==> src/rtl/underflow_event_queue_pkg.sv <==
// Shared types and constants for the underflow event queue.
package underflow_event_queue_pkg;

    localparam int CNT_W       = 4;
    localparam int DEF_DEPTH   = 4;
    localparam int DEF_EPOCH_W = 8;

    typedef enum logic [0:0] {
        IDLE  = 1'b0,
        TRACK = 1'b1
    } state_e;

endpackage

==> src/rtl/underflow_event_queue_if.sv <==
// Event handshake between the queue (master) and its consumer (slave).
interface underflow_event_queue_if
    import underflow_event_queue_pkg::*;
#(
    parameter int EPOCH_W = DEF_EPOCH_W
);
    logic               evt_valid;
    logic [EPOCH_W-1:0] evt_data;
    logic               evt_ready;

    modport master (output evt_valid, output evt_data, input evt_ready);
    modport slave  (input evt_valid, input evt_data, output evt_ready);
endinterface

==> src/rtl/event_fifo.sv <==
// Power-of-two FIFO holding wrap epochs; a push while full is accepted only
// when a pop frees a slot on the same edge.
module event_fifo #(
    parameter int DEPTH   = 4,
    parameter int EPOCH_W = 8
) (
    input  logic               clk,
    input  logic               reset,
    input  logic               push,
    input  logic               pop,
    input  logic [EPOCH_W-1:0] din,
    output logic [EPOCH_W-1:0] dout,
    output logic               full,
    output logic               empty
);
    localparam int PTR_W = $clog2(DEPTH);
    localparam int OCC_W = PTR_W + 1;

    logic [EPOCH_W-1:0] mem [DEPTH];
    logic [PTR_W-1:0]   rd_ptr;
    logic [PTR_W-1:0]   wr_ptr;
    logic [OCC_W-1:0]   occ;
    logic               do_pop;
    logic               do_push;

    assign empty   = (occ == '0);
    assign full    = (occ == OCC_W'(DEPTH));
    assign do_pop  = pop && !empty;
    assign do_push = push && (!full || do_pop);
    assign dout    = empty ? '0 : mem[rd_ptr];

    // Pointer and occupancy bookkeeping; pointers wrap naturally at DEPTH.
    always_ff @(posedge clk or negedge reset) begin
        if (!reset) begin
            rd_ptr <= '0;
            wr_ptr <= '0;
            occ    <= '0;
        end else begin
            if (do_pop)  rd_ptr <= rd_ptr + PTR_W'(1);
            if (do_push) wr_ptr <= wr_ptr + PTR_W'(1);
            case ({do_push, do_pop})
                2'b10:   occ <= occ + OCC_W'(1);
                2'b01:   occ <= occ - OCC_W'(1);
                default: occ <= occ;
            endcase
        end
    end

    // Storage write; contents are don't-care until pushed, dout is gated by empty.
    always_ff @(posedge clk) begin
        if (do_push) mem[wr_ptr] <= din;
    end

endmodule

==> src/rtl/underflow_event_queue.sv <==
// Watches an upstream 4-bit down counter, counts 0->15 wraps into an epoch
// and queues each new epoch as an event for a consumer.
//
//  state | meaning
//  IDLE  | no previous count sample held yet
//  TRACK | prev_cnt valid; wrap and sequence checks active
module underflow_event_queue
    import underflow_event_queue_pkg::*;
#(
    parameter int DEPTH   = DEF_DEPTH,
    parameter int EPOCH_W = DEF_EPOCH_W
) (
    input  logic                    clk,
    input  logic                    reset,
    input  logic [CNT_W-1:0]        count_in,
    input  logic                    flag_clr,
    output logic                    ovf,
    output logic                    seq_err,
    underflow_event_queue_if.master evt_if
);
    state_e             state;
    logic [CNT_W-1:0]   prev_cnt;
    logic [EPOCH_W-1:0] epoch;
    logic [EPOCH_W-1:0] epoch_nxt;
    logic               tracking;
    logic               wrap;
    logic               seq_bad;
    logic               drop;
    logic               full;
    logic               empty;

    assign tracking  = (state == TRACK);
    assign wrap      = tracking && (prev_cnt == '0) && (count_in == '1);
    assign seq_bad   = tracking && (count_in != prev_cnt - CNT_W'(1));
    assign epoch_nxt = epoch + EPOCH_W'(1);
    // Full only accepts a push when the consumer frees the head this edge.
    assign drop      = wrap && full && !evt_if.evt_ready;

    assign evt_if.evt_valid = !empty;

    // Sample tracking FSM and wrap epoch counter.
    always_ff @(posedge clk or negedge reset) begin
        if (!reset) begin
            state    <= IDLE;
            prev_cnt <= '0;
            epoch    <= '0;
        end else begin
            state    <= TRACK;
            prev_cnt <= count_in;
            if (wrap) epoch <= epoch_nxt;
        end
    end

    // Sticky flags; a new set on the same edge outranks flag_clr.
    always_ff @(posedge clk or negedge reset) begin
        if (!reset) begin
            ovf     <= 1'b0;
            seq_err <= 1'b0;
        end else begin
            ovf     <= (ovf && !flag_clr) || drop;
            seq_err <= (seq_err && !flag_clr) || seq_bad;
        end
    end

    event_fifo #(
        .DEPTH   (DEPTH),
        .EPOCH_W (EPOCH_W)
    ) u_fifo (
        .clk   (clk),
        .reset (reset),
        .push  (wrap),
        .pop   (evt_if.evt_ready),
        .din   (epoch_nxt),
        .dout  (evt_if.evt_data),
        .full  (full),
        .empty (empty)
    );

endmodule

==> src/flat_wrapper.sv <==
// flat-port wrapper written by rule: the top's interface ports become plain ports
module underflow_event_queue_flat import underflow_event_queue_pkg::*;
#(
    parameter int DEPTH   = DEF_DEPTH,
    parameter int EPOCH_W = DEF_EPOCH_W
)
  (clk, reset, count_in, flag_clr, ovf, seq_err, evt_if_evt_valid, evt_if_evt_data, evt_if_evt_ready);
  underflow_event_queue_if #(.EPOCH_W(EPOCH_W)) evt_if_i ();
  input  logic clk;
  input  logic reset;
  input  logic [CNT_W-1:0] count_in;
  input  logic flag_clr;
  output logic ovf;
  output logic seq_err;
  output wire logic [$bits(evt_if_i.evt_valid)-1:0] evt_if_evt_valid;
  output wire logic [$bits(evt_if_i.evt_data)-1:0] evt_if_evt_data;
  input wire logic [$bits(evt_if_i.evt_ready)-1:0] evt_if_evt_ready;
  assign evt_if_evt_valid = evt_if_i.evt_valid;
  assign evt_if_evt_data = evt_if_i.evt_data;
  assign evt_if_i.evt_ready = evt_if_evt_ready;
  underflow_event_queue #(.DEPTH(DEPTH), .EPOCH_W(EPOCH_W)) u_core (.clk(clk), .reset(reset), .count_in(count_in), .flag_clr(flag_clr), .ovf(ovf), .seq_err(seq_err), .evt_if(evt_if_i));
endmodule
==> config.mk <==
export PLATFORM = sky130hd
export DESIGN_NAME = underflow_event_queue_flat
export DESIGN_NICKNAME = d
export VERILOG_FILES = /design/src/rtl/underflow_event_queue_pkg.sv /design/src/rtl/underflow_event_queue_if.sv /design/src/rtl/event_fifo.sv /design/src/rtl/underflow_event_queue.sv /design/src/flat_wrapper.sv
export SDC_FILE = /design/constraint.sdc
export NUM_CORES = 1
export LEC_CHECK = 0
export CAP_MARGIN = 40
export CELL_PAD_IN_SITES_DETAIL_PLACEMENT = 0
export CELL_PAD_IN_SITES_GLOBAL_PLACEMENT = 1
export CORE_UTILIZATION = 47
export CTS_BUF_LIST = sky130_fd_sc_hd__clkbuf_16
export DETAILED_ROUTE_END_ITERATION = 16
export PLACE_DENSITY_LB_ADDON = 0.25
export SLEW_MARGIN = 20
export SYNTH_ARGS = -nofsm -noshare
export SYNTH_HDL_FRONTEND = slang
export SYNTH_SLANG_ARGS = --single-unit
export TNS_END_PERCENT = 10
==> constraint.sdc <==
create_clock -name clk -period 5.9 [get_ports clk]
set_input_delay 1.18 -clock clk [delete_from_list [all_inputs] [get_ports clk]]
set_output_delay 1.18 -clock clk [all_outputs]
set_load 0.1 [all_outputs]
**Word level (Yosys, flattened, before mapping)**

Memories as Yosys holds them, arrays and structs flattened.
Index checks and enable logic that the tools add are counted.

- $add $sub $neg: 6
- Eq/ne operators: 5
- Muxes and demuxes: 4
- Reductions and logical operators: 19

Operator list:

| operator | count |
|---|---|
| $logic_and A1 B1 Y1 | 9 |
| $add A8 B1 Y8 const B | 1 |
| $mux W8 | 1 |
| $pmux W3 S2 | 1 |
| $add A2 B1 Y2 const B | 2 |
| $eq A4 B4 Y1 const B | 1 |
| $logic_not A1 Y1 | 4 |
| $logic_not A4 Y1 | 1 |
| $ne A4 B4 Y1 | 1 |
| $sub A4 B1 Y4 const B | 1 |
| $add A3 B1 Y3 const B | 1 |
| $eq A3 B3 Y1 const B | 1 |
| $logic_not A3 Y1 | 1 |
| $logic_or A1 B1 Y1 | 3 |
| $sub A3 B1 Y3 const B | 1 |
| $eq A2 B1 Y1 const B | 1 |
| $eq A2 B2 Y1 const B | 1 |
| $mux W1 | 2 |
| $reduce_bool A2 Y1 | 1 |

- Word-level logic and storage cells: 43
- Memories: 1
- Memory bits (writable): 32
- Register bits: 22

Memory list:

| name | depth | width | rd ports | clocked after memory_dff | write ports | line | text |
|---|---|---|---|---|---|---|---|
| u_core.u_fifo.mem | 4 | 8 | 1 | 0 | 1 | event_fifo.sv:19 | `logic [EPOCH_W-1:0] mem [DEPTH];` |

**Logic depth before layout (Yosys ltp)**

Gate-level depths: netlist of run 1.

- Word-level depth: 7
- Depth in mapped cells: 9
- Depth with buffers taken out: 9

**Cells and area by module**

Synthesis of run 1 repeated with hierarchy kept, for this count alone.

- Cells, all modules: 170
- Area total of the unflattened synthesis: 2487.4 um2

By module, submodules not included:

| module | seq. area each (um2) | area each (um2) | times used | cells each |
|---|---|---|---|---|
| event_fifo | 1136.1 | 1731.7 | 1 | 105 |
| underflow_event_queue | 375.4 | 755.7 | 1 | 65 |

**Worst setup path after synthesis of run 1**

Ideal clock, no wire load.

- Path type: reg-to-output
- From: reg u_core.u_fifo.rd_ptr[0]
- To: out evt_if_evt_data[0]
- Data arrival time: 2.232 ns
- Required time: 4.720 ns
- Buffers on the path: 1
- Cell stages (with the launch flop): 4
- Path slack: 2.488 ns
- Path through: dfrtp_1 -> buf_2 -> mux4_2 -> nor2b_1

- Cells in the longest elaborated chain, start to end: 2

Ends and longest elaborated chain:

| what | line | text |
|---|---|---|
| start: declaration | event_fifo.sv:20 | `logic [PTR_W-1:0] rd_ptr;` |
| start signal: assignment | event_fifo.sv:39 | `if (do_pop) rd_ptr <= rd_ptr + PTR_W'(1);` |
| $mem_v2 Z4 W8 | - |  |
| $mux W8 | event_fifo.sv:30 | `assign dout = empty ? '0 : mem[rd_ptr];` |
| end: declaration | flat_wrapper.sv:16 | `output wire logic [$bits(evt_if_i.evt_data)-1:0] evt_if_evt_data;` |

No other way between the ends.

**Worst setup path after layout of run 1**

- From: reg u_core.u_fifo.rd_ptr[0]
- To: out evt_if_evt_data[7]

Same word-level chain as after synthesis.

==> results of run 1 <==
-- state kept, by name, indices dropped and copies added (netlist names), 2 cells and up --
name / flops
u_core.u_fifo.wr_ptr: 2
u_core.prev_cnt: 4
u_core.u_fifo.mem: 32
u_core.u_fifo.occ: 3
u_core.u_fifo.rd_ptr: 2
u_core.epoch: 8
-- how the worst max path moves through the flow --
stage | to | cells after the start | slack [ns]
after CTS | evt_if_evt_data[1] | 4 | 2.33
after detailed placement | u_core.u_fifo.mem[1][4]$_DFFE_PP_ | 4 | 2.24
final | evt_if_evt_data[7] | 4 | 2.40
after floorplan | evt_if_evt_data[0] | 3 | 2.49
after global placement | evt_if_evt_data[1] | 3 | 2.34
after global routing | evt_if_evt_data[4] | 4 | 2.25
-- worst max-delay path, stage by stage, from the launching register on --
cell	delay, ns
dfrtp_1	0.69
mux4_2	0.57
nor2b_1	0.14
clkdlybuf4s50_1	0.45
buf_8	0.19
-- per-stage QoR --
stage | utilization, % | instance area [µm²] | hold WS [ns] | power (mW)
6_report | 60.9 | 3110 | 0.494 | 1.26
5_1_grt | 60.9 | 3110 | 0.519 | 1.31
4_1_cts | 60.8 | 3100 | 0.503 | 1.27
3_5_place_dp | 57.4 | 2930 | 0.490 | 0.935
3_3_place_gp | 53.6 | 2740 | 0.483 | 0.855
2_1_floorplan | - | 2490 | 0.466 | 0.779
-- cells by family after synthesis --
family | after synthesis | synth area share, %
flops | 54 | 60.6
simple gates | 50 | 11.6
xor+xnor | 22 | 7.73
compound gates | 15 | 4.77
buf+inv | 15 | 2.66
mux | 10 | 8.08
fa+ha+maj | 8 | 4.32
other cells | 1 | 0.150
-- routing by layer --
| metal | share of wire [%] | GRT usage (%) | up-vias |
|---|---|---|---|
| li1 | - | - | 698 |
| met1 | 49 | 23.9 | 707 |
| met2 | 47 | 26.1 | 22 |
| met3 | 2.6 | 4.15 | 7 |
| met4 | 1.6 | 7.55 | 0 |
| met5 | 0 | 0 | - |
-- final cells by class --
| class | count | area, µm² |
|---|---|---|
| clock buffer | 5 | 125 |
| clock inverter | 3 | 47.5 |
| fill | 395 | 2000 |
| inverter | 10 | 37.5 |
| multi-input combinational | 106 | 915 |
| sequential | 54 | 1510 |
| tap | 70 | 87.6 |
| timing repair buffer | 32 | 388 |
-- cell usage in the layout (no fill, tap or decap), drive strengths merged, types with 5 or more instances in the layout --
cell / n
edfxtp: 32
dfrtp: 22
clkdlybuf4s50: 18
xnor2: 17
buf: 14
nand2: 12
inv: 12
nor2b: 9
mux4: 8
nor2: 8
ha: 7
nand3: 5
and3: 5
xor2: 5
clkbuf: 5
-- power by group --
group / internal (mW) / total, mW / switching [mW]
registers: 0.422 / 0.478 / 0.0557
clock network: 0.203 / 0.338 / 0.135
logic: 0.194 / 0.442 / 0.248
==> impl_metrics.env, run 1 <==
export IMPL_slew_headroom_pct=60.3
export IMPL_drt_iter0_markers=119
export IMPL_status="completed"
export IMPL_fp_dieH_um=74.8
export IMPL_synthToLayoutAreaGrowth_pct=24.8
export IMPL_dp_slack_ns=2.24
export IMPL_antenna_found_initial=0
export IMPL_power_density_mw_per_mm2=404
export IMPL_clock_latency_ns=0.29
export IMPL_syn_inst=175
export IMPL_cts_max_path_buffers=2
export IMPL_synth_edf_count=32
export IMPL_timing_critical_path_fanout_max=10
export IMPL_r2r_end="u_core.u_fifo.occ[2]$_DFFE_PN0P_"
export IMPL_dpl_cell_count=271
export IMPL_reg2reg_slack_ns=3.38
export IMPL_crit_type="register to output pin"
export IMPL_setup_viol_count_final=0
export IMPL_slew_viol_final=0
export IMPL_fin_crit_sh_pct=59.4
export IMPL_finClkSkew_ns=0.00558
export IMPL_fin_cells=280
export IMPL_final_nets=225
export IMPL_cts_hold_buf=0
export IMPL_syn_avg_cell_area_um2=14.2
export IMPL_cts_setup_buffers=0
export IMPL_clk_pin_slew_worst_paths_ns=0.07
export IMPL_async_flop_share_pct=40.7
export IMPL_die_w_um=74.8
export IMPL_clock_sinks=54
export IMPL_required_ns=4.72
export IMPL_hold_class="register to register"
export IMPL_firstDrtPassIters=4
export IMPL_wl_um=4180
export IMPL_io_buffers=18
export IMPL_core_area_mm2=0.00511
export IMPL_hpwlAfterDp_um=2970
export IMPL_vias_per_cell=5.12
export IMPL_hold_viol_final=0
export IMPL_postSynthNetCount=191
export IMPL_postCtsResizedCells=0
export IMPL_setup_tns_final_ns=0
export IMPL_fin_ws_ns=2.40
export IMPL_synthDominantAreaCellType="edfxtp_1"
export IMPL_grt_first_pass_wirelength_um=6900
export IMPL_synth_top_area_share_pct=38.6
export IMPL_syn_area_mm2=0.00249
export IMPL_drcViolationCount=0
export IMPL_crit_path_start="u_core.u_fifo.rd_ptr[0]$_DFFE_PN0P_"
export IMPL_end_kind="output pin"
export IMPL_pin_count=19
export IMPL_cap_violations=0
export IMPL_rows=26
export IMPL_crit_arrival_ns=2.32
export IMPL_critPathLaunchType="register"
export IMPL_place_congestion=0.765
export IMPL_hold_path_endpoint="u_core.epoch[7]$_DFFE_PN0P_"
export IMPL_grtUsageTotal_pct=17.3
export IMPL_synth_most_common_cell="edfxtp_1"
export IMPL_start_util_pct=48.8
export IMPL_drive_above_1_share_pct=17.1
export IMPL_cts_root_buf="clkbuf_16"
export IMPL_cts_buffers=5
export IMPL_r2r_cells=9
export IMPL_hold_start="u_core.epoch[7]$_DFFE_PN0P_"
export IMPL_leakage_nw=1.26
export IMPL_ys_seq_area_share_pct=60.6
export IMPL_irDropWorstVdd_v=0.000364
export IMPL_routedWlPerCell_um=14.9
export IMPL_fmax_mhz=285
export IMPL_cts_tree="built"
export IMPL_yosys_top_cells_count="edfxtp_1 (32), dfrtp_1 (22), xnor2_1 (17)"
export IMPL_die_area_mm2=0.00560
export IMPL_synth_area_leaders="edfxtp_1 (39%), dfrtp_1 (22%), mux4_2 (7.2%), xnor2_1 (6.0%), ha_1 (3.5%)"
export IMPL_gr_total_overflow=0
export IMPL_yosys_warnings=0
export IMPL_ctsHtreeMaxLevel=2
export IMPL_grt_max_degree=19
export IMPL_ys_seq_elements=54
export IMPL_synth_ff_type="edfxtp_1"
export IMPL_vias=1434
export IMPL_worst_pin_slew_ns=0.596
export IMPL_min_period_ns=3.50
export IMPL_first_global_vias=1488
export IMPL_antenna_cells=0
export IMPL_drtAntennaViolNets=0
export IMPL_rsz0062_at_grt="no"
export IMPL_reg2reg_from="u_core.prev_cnt[0]$_DFF_PN0_"
export IMPL_synth_distinct_cells=38
export IMPL_min_path_cells=1
Note: power is estimated with default switching activity, not from simulation.
==> inputs of run 2 (changes only) <==
- CORE_UTILIZATION: 47 -> 43
- clock period: 5.9 -> 3.1 ns (I/O delays scaled with it)
==> impl_metrics.env, run 2 (synthesis results as in run 1) <==
export IMPL_fmax_mhz=387
export IMPL_p_clk_share_pct=28.0
export IMPL_end_kind="output pin"
export IMPL_drive_above_1_share_pct=18.5
export IMPL_clk_pin_slew_worst_paths_ns=0.07
export IMPL_final_nets=215
export IMPL_place_congestion=0.686
export IMPL_slew_headroom_pct=54.2
export IMPL_largest_reg_flops=32
export IMPL_clock_sinks=54
export IMPL_vias_per_cell=5.14
export IMPL_grt_first_pass_wirelength_um=6910
export IMPL_p_sw_share_pct=35.8
export IMPL_rows=27
export IMPL_pin_count=19
export IMPL_seqPwrFrac_pct=40.9
export IMPL_top_register="u_core.u_fifo.mem"
export IMPL_critPathLaunchType="register"
export IMPL_drt_iter0_markers=48
export IMPL_postCtsResizedCells=0
export IMPL_final_cell_mix="edfxtp_1 (32), dfrtp_1 (22), xnor2_1 (17)"
export IMPL_worst_pin_slew_ns=0.686
export IMPL_hold_class="register to register"
export IMPL_core_area_mm2=0.00554
export IMPL_grt_max_degree=23
export IMPL_cap_violations=0
export IMPL_status="completed"
export IMPL_wl_um=4110
export IMPL_irDropWorstVdd_v=0.000422
export IMPL_final_common_cell="edfxtp_1"
export IMPL_power_density_mw_per_mm2=769
export IMPL_firstDrtPassIters=4
export IMPL_cts_root_buf="clkbuf_16"
export IMPL_min_period_ns=2.59
export IMPL_slew_viol_final=0
export IMPL_antenna_cells=0
export IMPL_die_w_um=78.1
export IMPL_drtAntennaViolNets=0
export IMPL_timing_critical_path_fanout_max=10
export IMPL_hold_viol_final=0
export IMPL_cts_tree="built"
export IMPL_grtUsageTotal_pct=15.0
export IMPL_p_switching_uw=801
export IMPL_ctsHtreeMaxLevel=2
export IMPL_crit_arrival_ns=1.97
export IMPL_gr_total_overflow=0
export IMPL_die_area_mm2=0.00611
export IMPL_cts_hold_buf=0
export IMPL_fp_dieH_um=78.1
export IMPL_start_util_pct=45.0
export IMPL_required_ns=2.48
export IMPL_p_int_mw=1.43
export IMPL_cts_setup_buffers=0
export IMPL_crit_type="register to output pin"
export IMPL_first_global_vias=1410
export IMPL_antenna_found_initial=0
export IMPL_reg_largest_list="u_core.u_fifo.mem: 32 flops, u_core.epoch: 8 flops, u_core.prev_cnt: 4 flops"
export IMPL_synthToLayoutAreaGrowth_pct=16.6
export IMPL_drcViolationCount=0
export IMPL_io_buffers=18
export IMPL_cts_buffers=5
export IMPL_combinationalPowerShare_pct=31.1
export IMPL_clock_latency_ns=0.29
export IMPL_hpwlAfterDp_um=2940
export IMPL_fin_crit_sh_pct=83.4
export IMPL_setup_viol_count_final=0
export IMPL_finClkSkew_ns=0.00540
export IMPL_rsz0062_at_grt="no"
export IMPL_leakage_nw=1.19
export IMPL_routedWlPerCell_um=15.1
export IMPL_vias=1398
export IMPL_holdWs_ns=0.489
export IMPL_cts_max_path_buffers=2
export IMPL_setup_tns_final_ns=0
==> run 2: cell types whose count changed in the layout (fill, tap and decap cells not counted) <==
cell / previous run / this run
buf_16: 1 / 0
buf_4: 2 / 15
buf_8: 11 / 0
clkdlybuf4s50_1: 18 / 7
clkinv_2: 0 / 1
inv_6: 2 / 1
==> run 2: critical path, cell delays in order (launching register included) <==
cell and delay, ns:
dfrtp_1 0.73, mux4_2 0.58, nor2b_1 0.14, buf_4 0.23
==> run 2: layout make-up <==
cell class	count	area, µm²
Timing Repair Buffer	22	183
Clock buffer	5	125
Sequential cell	54	1510
Fill cell	482	2640
Clock inverter	3	43.8
Inverter	10	37.5
Tap cell	72	90.1
Multi-Input combinational cell	106	915
==> run 2: worst paths after layout <==
check / startpoint / end / slack, ns / depth (start not counted)
max in group asynchronous: reset / u_core.epoch[4]$_DFFE_PN0P_ / 2.18 / 2
worst max-delay path: u_core.u_fifo.rd_ptr[0]$_DFFE_PN0P_ / evt_if_evt_data[1] / 0.51 / 3
min in group asynchronous: reset / u_core.u_fifo.occ[2]$_DFFE_PN0P_ / 0.68 / 2
worst max register to register: u_core.prev_cnt[0]$_DFF_PN0_ / u_core.u_fifo.occ[2]$_DFFE_PN0P_ / 0.76 / 9
worst min register to register: u_core.epoch[7]$_DFFE_PN0P_ / u_core.epoch[7]$_DFFE_PN0P_ / 0.49 / 1
worst min-delay path: u_core.epoch[7]$_DFFE_PN0P_ / u_core.epoch[7]$_DFFE_PN0P_ / 0.49 / 1
==> run 2: metrics by stage <==
stage	utilization [%]	cell area, µm²	power, mW	instances	worst slack [ns]
after floorplan	-	2490	1.48	175	0.248
after global placement	49.4	2740	1.62	264	0.330
after detailed placement	49.4	2740	1.63	264	0.253
after CTS	52.4	2910	2.26	272	0.464
after global routing	52.4	2910	2.34	272	0.390
final	52.4	2910	2.23	272	0.514
==> run 2: power by group through the flow <==
stage | clock, mW | sequential [mW] | combinational, mW
2_1_floorplan | 0 | 0.868 | 0.614
3_3_place_gp | 0 | 0.930 | 0.688
3_5_place_dp | 0 | 0.934 | 0.699
4_1_cts | 0.641 | 0.919 | 0.700
5_1_grt | 0.670 | 0.932 | 0.739
6_report | 0.626 | 0.914 | 0.694
==> run 2: routing by layer <==
layer  vias up  track usage, %  part of all wire [%]
met4         0            5.00                   1.0
met3         4            2.44                   2.4
met1       691            19.3                    45
met2        26            25.7                    51
met5         -               0                     0
li1        677               -                     -
==> inputs of run 3 (changes only) <==
- CORE_UTILIZATION: 43 -> 47
- clock period: 3.1 -> 2.5 ns (I/O delays scaled with it)
==> impl_metrics.env, run 3 (synthesis results as in run 1) <==
export IMPL_min_path_cells=1
export IMPL_wl_um=4410
export IMPL_cts_root_buf="clkbuf_16"
export IMPL_timing_critical_path_fanout_max=4
export IMPL_firstDrtPassIters=4
export IMPL_grtUsageTotal_pct=17.8
export IMPL_core_area_mm2=0.00511
export IMPL_start_util_pct=48.8
export IMPL_p_total_mw=2.84
export IMPL_hold_start="count_in[0]"
export IMPL_fin_crit_sh_pct=92.4
export IMPL_r2r_cells=10
export IMPL_top_register="u_core.u_fifo.mem"
export IMPL_crit_slowest_cell="clkdlybuf4s50_1"
export IMPL_rows=26
export IMPL_setup_tns_final_ns=0
export IMPL_cts_buffers=5
export IMPL_final_common_cell="edfxtp_1"
export IMPL_final_cell_mix="edfxtp_1 (32), dfrtp_1 (22), buf_4 (18)"
export IMPL_critPathTopFamily="buffers and inverters"
export IMPL_leakage_nw=1.29
export IMPL_holdWs_ns=0.476
export IMPL_reg2reg_from="u_core.prev_cnt[0]$_DFF_PN0_"
export IMPL_final_nets=227
export IMPL_irDropWorstVdd_v=0.000738
export IMPL_reg2reg_slack_ns=0.24
export IMPL_hold_viol_final=0
export IMPL_cts_setup_buffers=0
export IMPL_grt_first_pass_wirelength_um=7040
export IMPL_dp_slack_ns=-0.183
export IMPL_die_area_mm2=0.00560
export IMPL_clock_sinks=54
export IMPL_end_kind="register"
export IMPL_cpPeakStageDelay_ns=0.52
export IMPL_drtAntennaViolNets=0
export IMPL_worstPathCellList="clkdlybuf4s50_1 -> nand4_4 -> o21ai_0 -> buf_4 -> nor2_1 -> fa_1 -> or2_2 -> o22a_1 -> o211ai_1"
export IMPL_fin_ws_ns=0.191
export IMPL_drive_above_1_share_pct=23.1
export IMPL_required_ns=2.70
export IMPL_clock_latency_ns=0.29
export IMPL_multiInputGateArea_um2=917
export IMPL_pin_count=19
export IMPL_die_w_um=74.8
export IMPL_regArea_mm2=0.00151
export IMPL_critPathLaunchType="primary input"
export IMPL_crit_type="primary input to register"
export IMPL_setup_viol_count_final=0
export IMPL_hold_path_endpoint="u_core.prev_cnt[0]$_DFF_PN0_"
export IMPL_drt_iter0_markers=63
export IMPL_drcViolationCount=0
export IMPL_first_global_vias=1491
export IMPL_place_congestion=0.792
export IMPL_slew_headroom_pct=56.1
export IMPL_reg_largest_list="u_core.u_fifo.mem: 32 flops, u_core.epoch: 8 flops, u_core.prev_cnt: 4 flops"
export IMPL_cts_tree="built"
export IMPL_antenna_cells=0
export IMPL_r2r_end="u_core.u_fifo.occ[2]$_DFFE_PN0P_"
export IMPL_grt_max_degree=23
export IMPL_fp_dieH_um=74.8
export IMPL_min_period_ns=2.31
export IMPL_io_buffers=18
export IMPL_fmax_mhz=433
export IMPL_gr_total_overflow=0
export IMPL_ctsHtreeMaxLevel=2
export IMPL_synthToLayoutAreaGrowth_pct=24.7
export IMPL_cts_max_path_buffers=2
export IMPL_finClkSkew_ns=0.00690
export IMPL_worst_pin_slew_ns=0.659
export IMPL_slew_viol_final=0
export IMPL_antenna_found_initial=0
export IMPL_routedWlPerCell_um=15.6
export IMPL_hpwlAfterDp_um=3240
export IMPL_largest_reg_flops=32
export IMPL_vias_per_cell=5.13
export IMPL_power_density_mw_per_mm2=914
export IMPL_crit_arrival_ns=2.51
export IMPL_status="completed"
export IMPL_clk_pin_slew_worst_paths_ns=0.06
export IMPL_rsz0062_at_grt="no"
export IMPL_cap_violations=0
export IMPL_critPathBufInv=2
export IMPL_hold_class="primary input to register"
export IMPL_fillers=406
export IMPL_vias=1447
## run 3: cell count changes in the layout (fill, tap and decap cells not counted)
cell / delta
clkinv_2: -1
nor2b_1: -1
buf_12: +9
buf_4: +3
dlymetal6s2s_1: +1
clkdlybuf4s50_1: -1
nor2b_2: +1
clkinv_1: +1
## run 3: timing repair
action                     4_1_cts  5_1_grt
hold buffers                     0        0
resized for setup                0        1
setup endpoints to repair        0        1
## run 3: where the power goes
group	leakage [nW]	internal [mW]	switching (mW)
Sequential	0.613	0.997	0.0974
Combinational	0.597	0.411	0.569
Clock	0.0818	0.472	0.294
## run 3: worst max-delay path by stage
stage | from | cells past startpoint | to
global placement | count_in[0] | 9 | u_core.u_fifo.occ[2]$_DFFE_PN0P_
finish | count_in[2] | 9 | u_core.u_fifo.occ[2]$_DFFE_PN0P_
CTS | count_in[0] | 9 | u_core.u_fifo.occ[2]$_DFFE_PN0P_
global route | u_core.prev_cnt[0]$_DFF_PN0_ | 10 | u_core.u_fifo.occ[2]$_DFFE_PN0P_
floorplan | u_core.u_fifo.rd_ptr[0]$_DFFE_PN0P_ | 3 | evt_if_evt_data[1]
detailed placement | count_in[0] | 9 | u_core.u_fifo.occ[2]$_DFFE_PN0P_
## run 3: cell type report
cell class / instances / share of cell area [%]
inverter: 10 / 1.21
timing repair buffer: 34 / 12.5
tap: 70 / 2.82
clock buffer: 5 / 4.02
clock inverter: 3 / 1.37
sequential: 54 / 48.6
multi-input combinational: 106 / 29.5
## run 3: through the flow
stage | utilization (%) | std cells | area (µm²)
after floorplan | - | 175 | 2490
after global placement | 57.5 | 274 | 2940
after detailed placement | 57.5 | 274 | 2940
after CTS | 60.8 | 282 | 3110
after global routing | 60.9 | 282 | 3110
final | 60.9 | 282 | 3110
## run 3: per-layer routing
metal	up-vias	routed length [µm]	GRT usage, %
met3	9	147	5.22
li1	694	-	-
met2	35	2270	30.0
met1	709	1920	21.8
met4	0	69	6.92
met5	-	0	0
